**src/rtl/pipeline_exec_controller_pkg.sv**
```systemverilog
// Shared definitions for the pipeline execution sequencer: debug command codes,
// the HALT opcode and the sequencer state encoding.
package pipeline_exec_controller_pkg;

    localparam logic [1:0] CMD_NOP  = 2'b00;
    localparam logic [1:0] CMD_RUN  = 2'b01;
    localparam logic [1:0] CMD_STEP = 2'b10;
    localparam logic [1:0] CMD_DUMP = 2'b11;

    // Opcode the ID stage decodes into its halt indication.
    localparam logic [5:0] HALT_OPCODE = 6'b111111;

    typedef enum logic [2:0] {
        ST_IDLE  = 3'd0,
        ST_RUN   = 3'd1,
        ST_STEP  = 3'd2,
        ST_DRAIN = 3'd3,
        ST_DUMP  = 3'd4
    } state_e;

endpackage

```
**src/rtl/pipeline_exec_controller_dump_sequencer.sv**
```systemverilog
// Walks the register-file debug port and then emits the cycle counter,
// presenting one word at a time on a valid/ready stream.
module dump_sequencer
    import pipeline_exec_controller_pkg::*;
#(
    parameter int LEN      = 32,
    parameter int NB_ADDR  = 5,
    parameter int N_REGS   = 32,
    parameter int NB_CYCLE = 32
) (
    input  logic                clk,
    input  logic                srst,
    input  logic                start,
    input  logic [NB_CYCLE-1:0] cycle_count,
    input  logic [LEN-1:0]      reg_rd_data,
    input  logic                dump_ready,
    output logic [NB_ADDR-1:0]  reg_rd_addr,
    output logic [LEN-1:0]      dump_data,
    output logic                dump_valid,
    output logic                done
);

    localparam logic [NB_ADDR:0] LAST_IDX = (NB_ADDR + 1)'(N_REGS);

    logic [NB_ADDR:0] idx_reg;
    logic             active_reg;
    logic [LEN-1:0]   cycle_word;
    logic             xfer;
    logic             at_last;

    generate
        if (NB_CYCLE >= LEN) begin : g_cycle_trunc
            assign cycle_word = cycle_count[LEN-1:0];
        end else begin : g_cycle_ext
            assign cycle_word = {{(LEN - NB_CYCLE){1'b0}}, cycle_count};
        end
    endgenerate

    assign xfer    = active_reg & dump_ready;
    assign at_last = (idx_reg == LAST_IDX);
    assign done    = xfer & at_last;

    always_ff @(posedge clk) begin
        if (srst) begin
            idx_reg    <= '0;
            active_reg <= 1'b0;
        end else if (start) begin
            idx_reg    <= '0;
            active_reg <= 1'b1;
        end else if (xfer) begin
            if (at_last) begin
                idx_reg    <= '0;
                active_reg <= 1'b0;
            end else begin
                idx_reg <= idx_reg + (NB_ADDR + 1)'(1);
            end
        end
    end

    // Index only moves on a transfer, so address and data hold during stalls.
    assign dump_valid  = active_reg;
    assign reg_rd_addr = idx_reg[NB_ADDR-1:0];

    always_comb begin
        dump_data = '0;
        if (active_reg) begin
            dump_data = at_last ? cycle_word : reg_rd_data;
        end
    end

endmodule

```
**src/rtl/pipeline_exec_controller.sv**
```systemverilog
// Execution sequencer for the five-stage pipeline: free-run, single-step,
// post-HALT drain and register/cycle-count debug dump.
module pipeline_exec_controller
    import pipeline_exec_controller_pkg::*;
#(
    parameter int LEN      = 32,
    parameter int NB_ADDR  = 5,
    parameter int N_REGS   = 32,
    parameter int NB_CYCLE = 32,
    parameter int N_DRAIN  = 3
) (
    input  logic                i_clk,
    input  logic                i_rst,
    input  logic                i_cmd_valid,
    input  logic [1:0]          i_cmd,
    output logic                o_cmd_ready,
    input  logic                i_halt,
    output logic                o_pipe_en,
    output logic                o_pc_en,
    output logic                o_ifid_flush,
    output logic [NB_ADDR-1:0]  o_reg_rd_addr,
    input  logic [LEN-1:0]      i_reg_rd_data,
    output logic [LEN-1:0]      o_dump_data,
    output logic                o_dump_valid,
    input  logic                i_dump_ready,
    output logic [NB_CYCLE-1:0] o_cycle_count,
    output logic                o_halted,
    output logic                o_done
);

    localparam int NB_DRAIN = $clog2(N_DRAIN + 1);

    state_e                state_reg;
    logic [NB_DRAIN-1:0]   drain_cnt_reg;
    logic [NB_CYCLE-1:0]   cycle_count_reg;
    logic                  halted_reg;
    logic                  done_reg;
    logic                  cmd_ready_reg;
    logic                  pipe_en_reg;
    logic                  pc_en_reg;
    logic                  ifid_flush_reg;
    logic                  dump_start;
    logic                  dump_done;

    assign dump_start = (state_reg == ST_IDLE) & i_cmd_valid & (i_cmd == CMD_DUMP);

    // Outputs are registered alongside the state so each is a pure function of it.
    always_ff @(posedge i_clk) begin
        if (i_rst) begin
            state_reg       <= ST_IDLE;
            drain_cnt_reg   <= '0;
            cycle_count_reg <= '0;
            halted_reg      <= 1'b0;
            done_reg        <= 1'b0;
            cmd_ready_reg   <= 1'b1;
            pipe_en_reg     <= 1'b0;
            pc_en_reg       <= 1'b0;
            ifid_flush_reg  <= 1'b0;
        end else begin
            done_reg <= 1'b0;
            if (pipe_en_reg) begin
                cycle_count_reg <= cycle_count_reg + NB_CYCLE'(1);
            end
            case (state_reg)
                ST_IDLE: begin
                    if (i_cmd_valid) begin
                        case (i_cmd)
                            CMD_RUN, CMD_STEP: begin
                                if (halted_reg) begin
                                    done_reg <= 1'b1;
                                end else begin
                                    state_reg     <= (i_cmd == CMD_RUN) ? ST_RUN : ST_STEP;
                                    cmd_ready_reg <= 1'b0;
                                    pipe_en_reg   <= 1'b1;
                                    pc_en_reg     <= 1'b1;
                                end
                            end
                            CMD_DUMP: begin
                                state_reg     <= ST_DUMP;
                                cmd_ready_reg <= 1'b0;
                            end
                            default: ;
                        endcase
                    end
                end
                ST_RUN, ST_STEP: begin
                    if (i_halt) begin
                        state_reg      <= ST_DRAIN;
                        halted_reg     <= 1'b1;
                        drain_cnt_reg  <= NB_DRAIN'(N_DRAIN);
                        pc_en_reg      <= 1'b0;
                        ifid_flush_reg <= 1'b1;
                    end else if (state_reg == ST_STEP) begin
                        state_reg     <= ST_IDLE;
                        done_reg      <= 1'b1;
                        cmd_ready_reg <= 1'b1;
                        pipe_en_reg   <= 1'b0;
                        pc_en_reg     <= 1'b0;
                    end
                end
                ST_DRAIN: begin
                    drain_cnt_reg <= drain_cnt_reg - NB_DRAIN'(1);
                    if (drain_cnt_reg == NB_DRAIN'(1)) begin
                        state_reg      <= ST_IDLE;
                        done_reg       <= 1'b1;
                        cmd_ready_reg  <= 1'b1;
                        pipe_en_reg    <= 1'b0;
                        ifid_flush_reg <= 1'b0;
                    end
                end
                ST_DUMP: begin
                    if (dump_done) begin
                        state_reg     <= ST_IDLE;
                        done_reg      <= 1'b1;
                        cmd_ready_reg <= 1'b1;
                    end
                end
                default: begin
                    state_reg      <= ST_IDLE;
                    cmd_ready_reg  <= 1'b1;
                    pipe_en_reg    <= 1'b0;
                    pc_en_reg      <= 1'b0;
                    ifid_flush_reg <= 1'b0;
                end
            endcase
        end
    end

    dump_sequencer #(
        .LEN      (LEN),
        .NB_ADDR  (NB_ADDR),
        .N_REGS   (N_REGS),
        .NB_CYCLE (NB_CYCLE)
    ) u_dump_sequencer (
        .clk         (i_clk),
        .srst        (i_rst),
        .start       (dump_start),
        .cycle_count (cycle_count_reg),
        .reg_rd_data (i_reg_rd_data),
        .dump_ready  (i_dump_ready),
        .reg_rd_addr (o_reg_rd_addr),
        .dump_data   (o_dump_data),
        .dump_valid  (o_dump_valid),
        .done        (dump_done)
    );

    assign o_cmd_ready   = cmd_ready_reg;
    assign o_pipe_en     = pipe_en_reg;
    assign o_pc_en       = pc_en_reg;
    assign o_ifid_flush  = ifid_flush_reg;
    assign o_cycle_count = cycle_count_reg;
    assign o_halted      = halted_reg;
    assign o_done        = done_reg;

endmodule

```
**config.mk**
```make
export PLATFORM = sky130hd
export DESIGN_NAME = pipeline_exec_controller
export DESIGN_NICKNAME = d
export VERILOG_FILES = /design/src/rtl/pipeline_exec_controller_pkg.sv /design/src/rtl/pipeline_exec_controller_dump_sequencer.sv /design/src/rtl/pipeline_exec_controller.sv
export SDC_FILE = /design/constraint.sdc
export NUM_CORES = 1
export LEC_CHECK = 0
export ABC_AREA = 0
export CORE_UTILIZATION = 40
export DETAILED_ROUTE_END_ITERATION = 7
export HOLD_SLACK_MARGIN = 0.02
export MAX_ROUTING_LAYER = met4
export PLACE_DENSITY = 0.72
export SYNTH_ARGS = -nofsm -noshare
export SYNTH_HDL_FRONTEND = slang
export SYNTH_HIERARCHICAL = 1
export SYNTH_SLANG_ARGS = --single-unit
```
**constraint.sdc**
```tcl
create_clock -name i_clk -period 3.6 [get_ports i_clk]
set_input_delay 0.54 -clock i_clk [delete_from_list [all_inputs] [get_ports i_clk]]
set_output_delay 0.54 -clock i_clk [all_outputs]
set_load 0.1 [all_outputs]
```
==> results.yml <==
run_status:
  outcome: "completed"
routing:
  vias: 3705
  avgViaCountPerCell: 5.825
  wl_per_cell_um: 16.82
  antenna_left: 0
  dr.pass1.iters: 5
  wirelength_mm: 10.70
  initialDrtViolationCount: 316
  route.detailed.drc: 0
setup_path:
  r2r-end: "o_cmd_ready$_SDFFE_PP1P_"
  ff2ff_setup_slack_ns: 0.93
  r2r_start: "u_dump_sequencer/idx_reg[0]$_SDFFE_PP0P_"
  crit_path_start_kind: "flip-flop"
  crit_type: "reg -> out"
  cp.required_ns: 3.06
  crit_path_end: "o_dump_data[3]"
  cp-end-kind: "primary output"
  startpoint: "u_dump_sequencer/idx_reg[0]$_SDFFE_PP0P_"
  reg2regPathDepth: 8
  crit_fanout: 22
  arrival_ns: 2.69
timing:
  fin_crit_ns: 3.226
  slew_violations: 0
  clock.fmax_mhz: 310.0
  fin_crit_sh: 0.8960
  tightest_slew_ns: 1.035
  relSlewSlack: 0.3095
  finalWorstSetupSlack_ns: 0.3744
  fin_worst_skew_ns: 0.01392
  hold_viol: 0
  finalSetupViolCount: 0
  rsz0062_at_grt: "false"
  whs_ns: 0.4874
global_routing:
  grt_use_total: 0.2467
  grt_pass1_vias: 3319
  grt_first_pass_wirelength_mm: 17.00
  grt_max_degree: 38
  antenna_found_initial: 0
  grt_remaining_overflow: 0
synth:
  synth_top_family_by_area: "simple AND/OR/NAND/NOR gates"
  synth_compound_gate_area_share: 0.2553
  synth_area_um2: 3372
  synth_top_area_cell: "dfxtp_1"
  synthFlopType: "dfxtp_1"
  yosys.area_share.simple: 0.2946
  synth-seq-cells: 50
  avgSynthCellArea_um2: 7.681
  ys_top_cells_by_area: "dfxtp_1 (30%), nand3_1 (6.8%), a21boi_1 (6.5%)"
  synth.distinct_cells: 55
  ys_warn_count: 6
  synthAdderAreaFrac: 0.02597
  yosys.area_share.xor_xnor: 0.03377
  postSynthCellCount: 439
  synth_nets: 485
  muxShareOfSynthArea: 0.01596
  ys_async_sr_fraction: 0
  ys_seq_area_frac: 0.2968
  synth_edf_count: 0
  yosysTopAreaCellShare: 0.2968
floorplan:
  rows: 33
  dieArea_um2: 8801
  die_x_um: 93.82
  start_util: 0.4125
  die_h_um: 93.82
  pin_count: 115
  core_area_um2: 8175
clocking:
  cts_tree: "yes"
  cts_buffers: 5
  postCtsSetupBuffers: 0
  cts_buffer_depth: 2
  cts_resized: 0
  clk_latency_ns: 0.31
  cts_htree_levels: 2
  ctsRootBufferMaster: "clkbuf_8"
  hold_buffers: 0
  cts_sinks: 50
  clk_pin_slew_ns: 0.10
worst_hold_path:
  hold_class: "reg -> reg"
power_and_ir_drop:
  p_per_area_nw_per_um2: 376.8
  p_leak_uw: 0.001621
  peakVddDrop_mv: 0.3220
  total_power_uw: 1850
finish:
  final_area_um2: 4908
  fin_cells: 636
  layout.nets: 576
  diodes: 0
  largest_reg_flops: 32
  syn_to_final_growth_pct: 45.57
  final_cell_mix: "clkdlybuf4s50_1 (81), dfxtp_1 (50), nand3_1 (46), nor2_1 (34), buf_12 (32)"
  mostFrequentLayoutCell: "clkdlybuf4s50_1"
  drive_gt1_frac: 0.1130
place:
  place_ws_ns: 0.7160
  dp.cells: 628
  hpwl_mm: 7.828
  placedInstanceArea_um2: 4810
  place_congestion: 0.8358
  io_buffers: 114
run:
  cap_violations: 0
## cell usage after synthesis, drive strengths merged (4+ instances only)
cell type / instances
inv: 17
nor4: 5
nor2: 34
or3: 7
ha: 7
nand2b: 6
xnor2: 9
nand3: 46
clkbuf: 21
dfxtp: 50
nor3: 12
o21ai: 43
nor2b: 5
a21boi: 33
xor2: 4
buf: 15
and3: 4
o31ai: 12
nand2: 15
a21oi: 28
or4: 12
nand4: 14
## metal layers
| metal | track usage | part of all wire | wire length (um) |
|---|---|---|---|
| met3 | 0.03074 | 0.063 | 670 |
| met5 | - | 0 | 0 |
| met1 | 0.3445 | 0.46 | 4939 |
| met2 | 0.3777 | 0.46 | 4944 |
| met4 | 0.05897 | 0.013 | 142 |
## report_power, final
part | total, uW | switching [uW] | internal [uW]
sequential | 674 | 80.0 | 594
combinational | 812 | 531 | 282
clock | 363 | 204 | 159
## area by class of cell
| cell class | count | area, um^2 |
|---|---|---|
| Multi-Input combinational cell | 336 | 2110 |
| Clock buffer | 6 | 82.58 |
| Timing Repair Buffer | 120 | 1504 |
| Tap cell | 105 | 131.4 |
| Clock inverter | 2 | 16.27 |
| Fill cell | 727 | 3267 |
| Sequential cell | 50 | 1001 |
| Inverter | 17 | 63.81 |
## how the worst min path moves through the flow
stage | startpoint | endpoint | slack, ns | depth (start not counted)
CTS | o_ifid_flush$_SDFFE_PP0P_ | o_ifid_flush$_SDFFE_PP0P_ | 0.49 | 2
detailed placement | o_ifid_flush$_SDFFE_PP0P_ | o_ifid_flush$_SDFFE_PP0P_ | 0.47 | 2
finish | o_ifid_flush$_SDFFE_PP0P_ | o_ifid_flush$_SDFFE_PP0P_ | 0.49 | 2
floorplan | drain_cnt_reg[0]$_SDFFE_PP0P_ | drain_cnt_reg[0]$_SDFFE_PP0P_ | 0.45 | 1
global placement | o_ifid_flush$_SDFFE_PP0P_ | o_ifid_flush$_SDFFE_PP0P_ | 0.46 | 2
global route | o_ifid_flush$_SDFFE_PP0P_ | o_ifid_flush$_SDFFE_PP0P_ | 0.52 | 2
## logic make-up after synthesis
family	Yosys count
adder cells (fa/ha/maj)	7
buffers and inverters	53
XOR/XNOR	13
AO/OA/AOI/OAI	136
AND/OR/NAND/NOR	175
multiplexers	5
flip-flops	50
## worst max-delay path, cell delays in order (launching register included)
cell	delay, ns
dfxtp_1	0.44
inv_1	0.07
ha_1	0.21
or4b_1	0.70
buf_4	0.33
o21ai_0	0.10
a21boi_1	0.31
buf_12	0.22
## metrics by stage
step,util,setup TNS (ns)
3_5_place_dp,0.5883,0
3_3_place_gp,0.5883,0
6_report,0.6004,0
5_1_grt,0.6004,0
2_1_floorplan,-,-0.7773
4_1_cts,0.6004,0
Power figures use the tool's default switching activity.
==> edit (same settings) <==
One comparison of `idx_reg` changes from == to >=.
--- a/src/rtl/pipeline_exec_controller_dump_sequencer.sv
+++ b/src/rtl/pipeline_exec_controller_dump_sequencer.sv
@@ -39,3 +39,3 @@
     assign xfer    = active_reg & dump_ready;
-    assign at_last = (idx_reg == LAST_IDX);
+    assign at_last = (idx_reg >= LAST_IDX);
     assign done    = xfer & at_last;
Check against the original RTL: same outputs for any inputs over 10 cycles, from zero or initial values and one cycle with i_rst high; that may be too few to reach the edited logic, so the function may still have changed.
==> edit against the unedited design <==
  * Cell count down 7.1%
  * Cell area down 11%
  * Sequential power about the same
  * Synthesized cell count down 11%
  * Register-to-register slack better by 410 ps
  * Worst setup slack better by 610 ps
  * Wire length down 20%
  * Sequential cell count unchanged
  * Clock power up 9.1%
  * Area after synthesis down 4.7%
  * Total power down 3.1%
  * Critical endpoint is now o_cycle_count[2]
==> edit: results (changes against the unedited design) <==
Initial DRC Count=126 (-60%); sequential area share after synthesis=31.2% (+1.5 points); Cells after DPL=583 (-7.2%); Leak=0.00151 uW (-6.5%); fraction of final layout cells sized beyond drive strength 1=11.5% (+0.15 points); Critical Path Max Stage Delay=1220 ps (+520 ps); largest net degree at the start of global routing=37 (-2.6%); clk_skew=9.71 ps (-4.21 ps); first-pass GRT wire length=14,000 um (-18%); pre-CTS setup slack=1280 ps (+561 ps); wire per inst=14.5 um (-14%); Arr. time, crit path=2080 ps (-610 ps); Setup crit end=o_cycle_count[2]; post-synth top area share=31.2% (+1.5 points); cell family with most CP delay=buffers and inverters; vias in the first global route=2,896 (-13%); met2 Use GR=35.2% (-2.6 points); Initial DRT Pass Iterations=4 (-1); met1 global-route usage=26.6% (-7.9 points); WL final=8590 um (-20%); post-synth net total=435 (-10%); Critical-path top delay cell=clkdlybuf4s50_1; Hold WS=480 ps (-7.18 ps); run status=completed; Syn Inst Count=389 (-11%); Yosys cell types=48 (-13%); GRT Total Usage=20.9% (-3.7 points)
edit: kinds of logic after synthesis:
group	share of synthesized area, %
flops	31.2
xor+xnor	4.09
compound gates	13.6
buf+inv	6.23
simple gates	30.5
mux	11.6
fa+ha+maj	2.73
edit: power breakdown:
group          switching [uW]  internal [uW]
combinational             495            229
clock                     188            208
sequential               78.9            594
edit: area by class of cell:
| class | count | area, um2 | area share [%] |
|---|---|---|---|
| Sequential cell | 50 | 1000 | 22.8 |
| Inverter | 16 | 60.1 | 1.37 |
| Timing Repair Buffer | 117 | 1080 | 24.6 |
| Tap cell | 102 | 128 | 2.91 |
| Multi-Input combinational cell | 298 | 2010 | 45.8 |
| Clock inverter | 2 | 37.5 | 0.855 |
| Clock buffer | 6 | 72.6 | 1.65 |
edit: metal layers:
layer	vias to the layer above	wire (um)
met5	-	0
met1	1496	3900
li1	1585	-
met3	4	438
met2	100	4190
met4	0	58
